===== config.mk =====
export PLATFORM = sky130hd
export DESIGN_NAME = phantom_clock_gate
export DESIGN_NICKNAME = d
export VERILOG_FILES = /design/src/rtl/phantom_clock_gate.sv
export SDC_FILE = /design/constraint.sdc
export NUM_CORES = 1
export LEC_CHECK = 0
export ABC_CLOCK_PERIOD_IN_PS = 1900
export CORE_ASPECT_RATIO = 0.5
export CORE_MARGIN = 2
export CORE_UTILIZATION = 55
export DETAILED_ROUTE_END_ITERATION = 10
export MAX_ROUTING_LAYER = met4
export PLACE_DENSITY = 0.84
export SYNTH_ARGS = -nofsm -noshare
export SYNTH_HDL_FRONTEND = slang
export SYNTH_SLANG_ARGS = --single-unit

===== constraint.sdc =====
create_clock -name C7M -period 1.9 [get_ports C7M]
set_input_delay 0.475 -clock C7M [delete_from_list [all_inputs] [get_ports C7M]]
set_output_delay 0.475 -clock C7M [all_outputs]
set_load 0.01 [all_outputs]

===== src/rtl/phantom_clock_gate.sv =====
// -----------------------------------------------------------------------------
// phantom_clock_gate
//
// DS1215-style phantom timekeeper that sits on the card's shared RAM/ROM
// select path. While idle (MATCH) it watches single-bit writes on D0 inside
// the nRAMROMCS window. When they spell the 64-bit recognition pattern, it
// switches to CLOCK mode for the next 64 accesses. In CLOCK mode RAM/ROM is
// gated off, and the BCD time register is exchanged bit-serially on D0:
//   - 64 consecutive writes load a new time.
//   - any read in the 64 accesses discards the written bits, leaving TIME
//     unchanged.
//
// Optional feature (macro PHANTOM_TIMEKEEP_EN):
//   defined     - TICK (100 Hz) advances hundredths/seconds/minutes/hours in
//                 BCD. All carries resolve in the same cycle as TICK.
//   not defined - TICK is ignored. TIME changes only through a full load.
//
// Ports:
//   C7M        in  7 MHz clock. All state updates on the rising edge.
//   RES        in  synchronous active-high reset
//   nRAMROMCS  in  combined RAM/ROM select, active-low
//   ACC        in  one-cycle end-of-access strobe (qualified by nRAMROMCS low)
//   nWE        in  6502 R/W, 1 = read. Valid with ACC.
//   DIN        in  D0 of the write data. Valid with ACC.
//   TICK       in  one-cycle 100 Hz timebase pulse
//   RAMROMCSgb out gated select, active-high: ~nRAMROMCS & ~CLKMODE
//   DOUT       out serial read bit (SR[0]), registered
//   DOE        out drive D0 with DOUT: CLKMODE & ~nRAMROMCS & nWE
// -----------------------------------------------------------------------------
module phantom_clock_gate (
    input  logic C7M,
    input  logic RES,
    input  logic nRAMROMCS,
    input  logic ACC,
    input  logic nWE,
    input  logic DIN,
    input  logic TICK,
    output logic RAMROMCSgb,
    output logic DOUT,
    output logic DOE
);

    // Recognition pattern C5 3A A3 5C C5 3A A3 5C. Byte 0 occupies bits 7:0
    // and is sent first, LSB first, so bit index == access index.
    localparam logic [63:0] PATTERN = 64'h5CA3_3AC5_5CA3_3AC5;

    typedef enum logic {
        ST_MATCH = 1'b0,
        ST_CLOCK = 1'b1
    } state_t;

    state_t      state_reg, state_next;
    logic [5:0]  cnt_reg, cnt_next;
    logic [63:0] sr_reg, sr_next;
    logic [63:0] time_reg, time_next;
    logic        wrall_reg, wrall_next;

    // Internal handshake and datapath helpers
    logic        acc_valid;
    logic        clkmode;
    logic        pattern_bit;
    logic        last_access;
    logic        shift_in;
    logic [63:0] sr_shifted;
    logic        wrall_after;
    logic        load_time;
    logic [63:0] time_ticked;

    genvar gi;

    // Strobes outside the select window belong to other devices.
    assign acc_valid   = ACC & ~nRAMROMCS;
    assign clkmode     = (state_reg == ST_CLOCK);
    assign pattern_bit = PATTERN[cnt_reg];
    assign last_access = (cnt_reg == 6'd63);

    // Reads recirculate SR[0], so a pure read pass leaves SR rotated back
    // to the snapshot. Writes insert DIN at the top. After 64 writes, the
    // first bit written therefore lands in bit 0.
    assign shift_in    = nWE ? sr_reg[0] : DIN;
    assign sr_shifted  = {shift_in, sr_reg[63:1]};
    assign wrall_after = wrall_reg & ~nWE;

    // -------------------------------------------------------------------------
    // Time-of-day counter (next value when no load occurs)
    // -------------------------------------------------------------------------
`ifdef PHANTOM_TIMEKEEP_EN
    // carry[n] = "field n increments this cycle". The chain is purely
    // combinational, so 23:59:59.99 -> 00:00:00.00 resolves in one TICK.
    logic [3:0] carry;
    assign carry[0] = TICK;

    for (gi = 0; gi < 4; gi++) begin : g_count_field
        localparam logic [7:0] LIMIT = (gi == 0) ? 8'h99 :
                                       (gi == 3) ? 8'h23 : 8'h59;
        logic [7:0] field;
        logic [7:0] field_inc;
        logic       at_limit;

        assign field    = time_reg[8*gi +: 8];
        assign at_limit = (field == LIMIT);
        // BCD increment: a units digit of 9 carries into the tens digit.
        assign field_inc = (field[3:0] >= 4'd9) ?
                           {field[7:4] + 4'd1, 4'd0} :
                           {field[7:4], field[3:0] + 4'd1};

        assign time_ticked[8*gi +: 8] = !carry[gi] ? field :
                                        (at_limit ? 8'h00 : field_inc);

        // Hours wrap with no further carry, so the chain stops at field 3.
        if (gi < 3) begin : g_carry
            assign carry[gi+1] = carry[gi] & at_limit;
        end
    end

    // Day, date, month and year are held; only a load changes them.
    for (gi = 4; gi < 8; gi++) begin : g_hold_field
        assign time_ticked[8*gi +: 8] = time_reg[8*gi +: 8];
    end
`else
    logic unused_tick;
    assign unused_tick = TICK;

    for (gi = 0; gi < 8; gi++) begin : g_hold_field
        assign time_ticked[8*gi +: 8] = time_reg[8*gi +: 8];
    end
`endif

    // -------------------------------------------------------------------------
    // Next-state logic
    // -------------------------------------------------------------------------
    always_comb begin
        state_next = state_reg;
        cnt_next   = cnt_reg;
        sr_next    = sr_reg;
        wrall_next = wrall_reg;
        load_time  = 1'b0;

        case (state_reg)
            ST_MATCH: begin
                if (acc_valid) begin
                    if (!nWE && (DIN == pattern_bit)) begin
                        if (last_access) begin
                            // The snapshot is taken from the pre-tick TIME.
                            // A coincident TICK still advances TIME itself.
                            state_next = ST_CLOCK;
                            cnt_next   = 6'd0;
                            sr_next    = time_reg;
                            wrall_next = 1'b1;
                        end else begin
                            cnt_next = cnt_reg + 6'd1;
                        end
                    end else begin
                        // Any read or wrong bit restarts recognition.
                        cnt_next = 6'd0;
                    end
                end
            end

            ST_CLOCK: begin
                if (acc_valid) begin
                    sr_next    = sr_shifted;
                    cnt_next   = cnt_reg + 6'd1;
                    wrall_next = wrall_after;
                    if (last_access) begin
                        state_next = ST_MATCH;
                        cnt_next   = 6'd0;
                        load_time  = wrall_after;
                    end
                end
            end

            default: begin
                state_next = ST_MATCH;
                cnt_next   = 6'd0;
            end
        endcase
    end

    // A load takes priority over a tick in the same cycle. That tick is lost.
    assign time_next = load_time ? sr_shifted : time_ticked;

    // -------------------------------------------------------------------------
    // State registers
    // -------------------------------------------------------------------------
    always_ff @(posedge C7M) begin
        if (RES) begin
            state_reg <= ST_MATCH;
            cnt_reg   <= 6'd0;
            sr_reg    <= 64'd0;
            wrall_reg <= 1'b0;
            time_reg  <= 64'd0;
        end else begin
            state_reg <= state_next;
            cnt_reg   <= cnt_next;
            sr_reg    <= sr_next;
            wrall_reg <= wrall_next;
            time_reg  <= time_next;
        end
    end

    // -------------------------------------------------------------------------
    // Outputs
    // -------------------------------------------------------------------------
    // Gating uses registered CLKMODE. The 64th pattern write still reaches
    // RAM, and the 64th clock access is still gated.
    assign RAMROMCSgb = ~nRAMROMCS & ~clkmode;
    assign DOE        = clkmode & ~nRAMROMCS & nWE;
    assign DOUT       = sr_reg[0];

endmodule


==> impl_metrics.env <==
export IMPL_via_per_inst=6.48
export IMPL_cp_startpoint="cnt_reg[1]"
export IMPL_r2r_cells=9
export IMPL_fin_crit_ps=2160
export IMPL_worstSetupEndpointType="flip-flop"
export IMPL_critPathArrivalTime_ps=2480
export IMPL_slowest_delay_ps=360
export IMPL_worstHoldStart="RES"
export IMPL_fin_crit_sh=1.14
export IMPL_post_drt_wl_per_cell_um=20.9
export IMPL_drive_above_1_share=0.222
export IMPL_dp_hpwl_um=6490
export IMPL_cpMaxStageDelayCell="dfxtp_2"
export IMPL_hold_ws_ps=293
export IMPL_whs_path_depth=2
export IMPL_portBuffers=8
export IMPL_vias=5272
export IMPL_syn_area_per_cell_um2=8.81
export IMPL_yosys_warnings=0
export IMPL_cts_buffers=17
export IMPL_antenna_found_initial=0
export IMPL_p_leak_nw=2.26
export IMPL_r2r_slack_ps=-260
export IMPL_yosys_area_top_type_share=0.492
export IMPL_insertion_delay_ps=430
export IMPL_syn_inst=633
export IMPL_violations="setup timing"
export IMPL_fmax_mhz=463
export IMPL_cts_buffer_depth=2
export IMPL_syn2layout_area_growth_pct=28.6
export IMPL_synth_area_um2=5580
export IMPL_yosysUniqueCellTypes=40
export IMPL_die_area_um2=11000
export IMPL_fin_cells=814
export IMPL_worst_slack_ps=-260
export IMPL_slew_limit_headroom=0.264
export IMPL_cts_htree_levels=4
export IMPL_synthArstFlopShare=0
export IMPL_path_buf_inv=3
export IMPL_setup_violations=127
export IMPL_cts_tree="done"
export IMPL_drc=0
export IMPL_hold_viol=0
export IMPL_grtUsageTotal=0.271
export IMPL_core_area_um2=9630
export IMPL_cp_required_ps=2220
export IMPL_path_max_fanout=10
export IMPL_gp_congestion=0.862
export IMPL_rr_endpoint="time_reg[55]"
export IMPL_final_cell_area_um2=7170
export IMPL_outcome="finished, violations left"
export IMPL_pwr_density_cell_nw_per_um2=890
export IMPL_grt_overflow=0
export IMPL_rsz0062_at_grt="yes"
export IMPL_critical_path_class="reg2reg"
export IMPL_maxCapViolations=0
export IMPL_final_util=0.745
export IMPL_numClockSinks=137
export IMPL_postRouteAntennaNets=0
export IMPL_initial_core_util=0.579
export IMPL_drtPass1Iterations=5
export IMPL_skew_ps=9.43
export IMPL_grt_pass1_wl_um=22600
export IMPL_ios=10
export IMPL_first_global_vias=4581
export IMPL_synth_seq_area_share=0.492
export IMPL_cp_top_family="simple AND/OR/NAND/NOR gates"
export IMPL_worstSetupStartpointType="flip-flop"
export IMPL_hold_end="cnt_reg[0]"
export IMPL_synth_fp_nets=641
export IMPL_finalNetCount=674
export IMPL_antenna_cells=0
export IMPL_yosysTopAreaCell="dfxtp_1"
export IMPL_place_area_um2=5990
export IMPL_die_height_um=75.2
export IMPL_ir_drop_mv=0.594
export IMPL_slew_viol_final=0
export IMPL_drt_iter0_markers=687
export IMPL_max_slew_worst_pin_slew_ps=1100
export IMPL_worstPathCellList="ha_4 > nand4b_4 > or2_2 > buf_4 > nor3_4 > buf_6 > clkbuf_16 > nand2_1 > a21oi_1"
export IMPL_power_w=0.00639
export IMPL_routed_wl_um=17000
export IMPL_yosys_top_cells_area="dfxtp_1 49%, mux2i_1 12%, nand2_1 9.0%, a211oi_1 8.6%, a21oi_1 6.1%"
export IMPL_dp_cells=761
export IMPL_hold_path_class="in2reg"
export IMPL_r2r_start="cnt_reg[1]"
export IMPL_synth_edf_count=0
export IMPL_path_clk_slew_ps=60
export IMPL_postCtsHoldBufs=0
export IMPL_grt_max_degree=92
export IMPL_cts_root_buf="clkbuf_16"
export IMPL_ys_ff_latch=137
export IMPL_dieWidth_um=146
export IMPL_rows=25
export IMPL_ys_flop_type="dfxtp_1"
[worst register-to-register path, stage by stage (launching register included)]
cell and delay [ps]:
dfxtp_2 360, ha_4 180, nand4b_4 150, or2_2 350, buf_4 150, nor3_4 210, buf_6 190, clkbuf_16 170
nand2_1 80, a21oi_1 220
[cell usage in the layout, fill, tap and decap left out, types with 3 or more instances in the layout]
cell type      netlist  final
a211oi_1            64     40
dlygate4sd2_1        0      4
a21oi_2              0     14
inv_1                4      3
a211oi_2             1     25
clkbuf_16            0     24
clkbuf_8             1      3
clkinv_2             0      5
mux2i_1             66     66
buf_6                0      4
a21o_4               0      3
buf_4                0     31
nand2_1            134    134
dfxtp_1            137    133
buf_12               0     11
a21oi_1             68     54
or3_4                1      3
nor2_1              71     70
[kinds of logic (layout without fill, tap and decap cells)]
group	Yosys count	count (layout)	share of synthesized area
XOR/XNOR	3	3	0.00606
flip-flops	137	137	0.492
buffers and inverters	55	99	0.0467
multiplexers	66	66	0.118
AO/OA/AOI/OAI	143	145	0.165
AND/OR/NAND/NOR	228	228	0.170
adder cells (fa/ha/maj)	1	1	0.00224
[routing by layer]
metal  vias to the layer above  wire [um]  GRT usage
met4                         0       1050      0.142
met1                      2526       6570      0.307
met3                       125       1380     0.0576
li1                       2268          -          -
met5                         -          0          -
met2                       353       8000      0.468
[cells in the mapped netlist, types with 2 or more instances]
cell type / n
a211oi_1: 64
a21oi_1: 68
a311oi_1: 2
and2b_1: 2
buf_1: 2
buf_2: 26
clkbuf_1: 21
dfxtp_1: 137
inv_1: 4
mux2i_1: 66
nand2_1: 134
nand3_1: 2
nor2_1: 71
nor3_1: 4
nor4b_1: 2
o21ai_0: 3
or2_2: 2
[final cells by class]
class	instances	area, um^2
Clock buffer	21	492
Clock inverter	11	118
Fill cell	546	2460
Inverter	4	15.0
Multi-Input combinational cell	443	2830
Sequential cell	137	2750
Tap cell	135	169
Timing Repair Buffer	63	793
[worst max path at each step]
| stage | end | cells after the start |
|---|---|---|
| 4_1_cts | pattern_bit | 7 |
| 3_3_place_gp | time_reg[55] | 7 |
| 3_5_place_dp | sr_reg[28] | 9 |
| 5_1_grt | sr_reg[57] | 9 |
| 2_1_floorplan | sr_reg[33] | 9 |
| 6_report | time_reg[55] | 9 |
[report_power, final]
part	switching [W]	total (W)	internal, W
logic	0.0000867	0.000126	0.0000389
registers	0.00000163	0.00287	0.00287
clock network	0.00128	0.00339	0.00211
[metrics by stage]
step                      setup TNS (ps)  setup WS, ps
final                             -10950          -260
after global routing              -14580          -290
after CTS                           -146         -43.3
after detailed placement          -79910          -685
after global placement            -69780          -587
after floorplan                        0         0.410
[timing repair]
| item | CTS | global route |
|---|---|---|
| cloned | 4 | 8 |
| resized for setup | 34 | 38 |
| setup buffers | 4 | 6 |
| endpoints found under the setup margin | 131 | 129 |
| pin swaps | 8 | 22 |
| endpoints found under the hold margin | 0 | 0 |
Power figures use the tool's default switching activity.
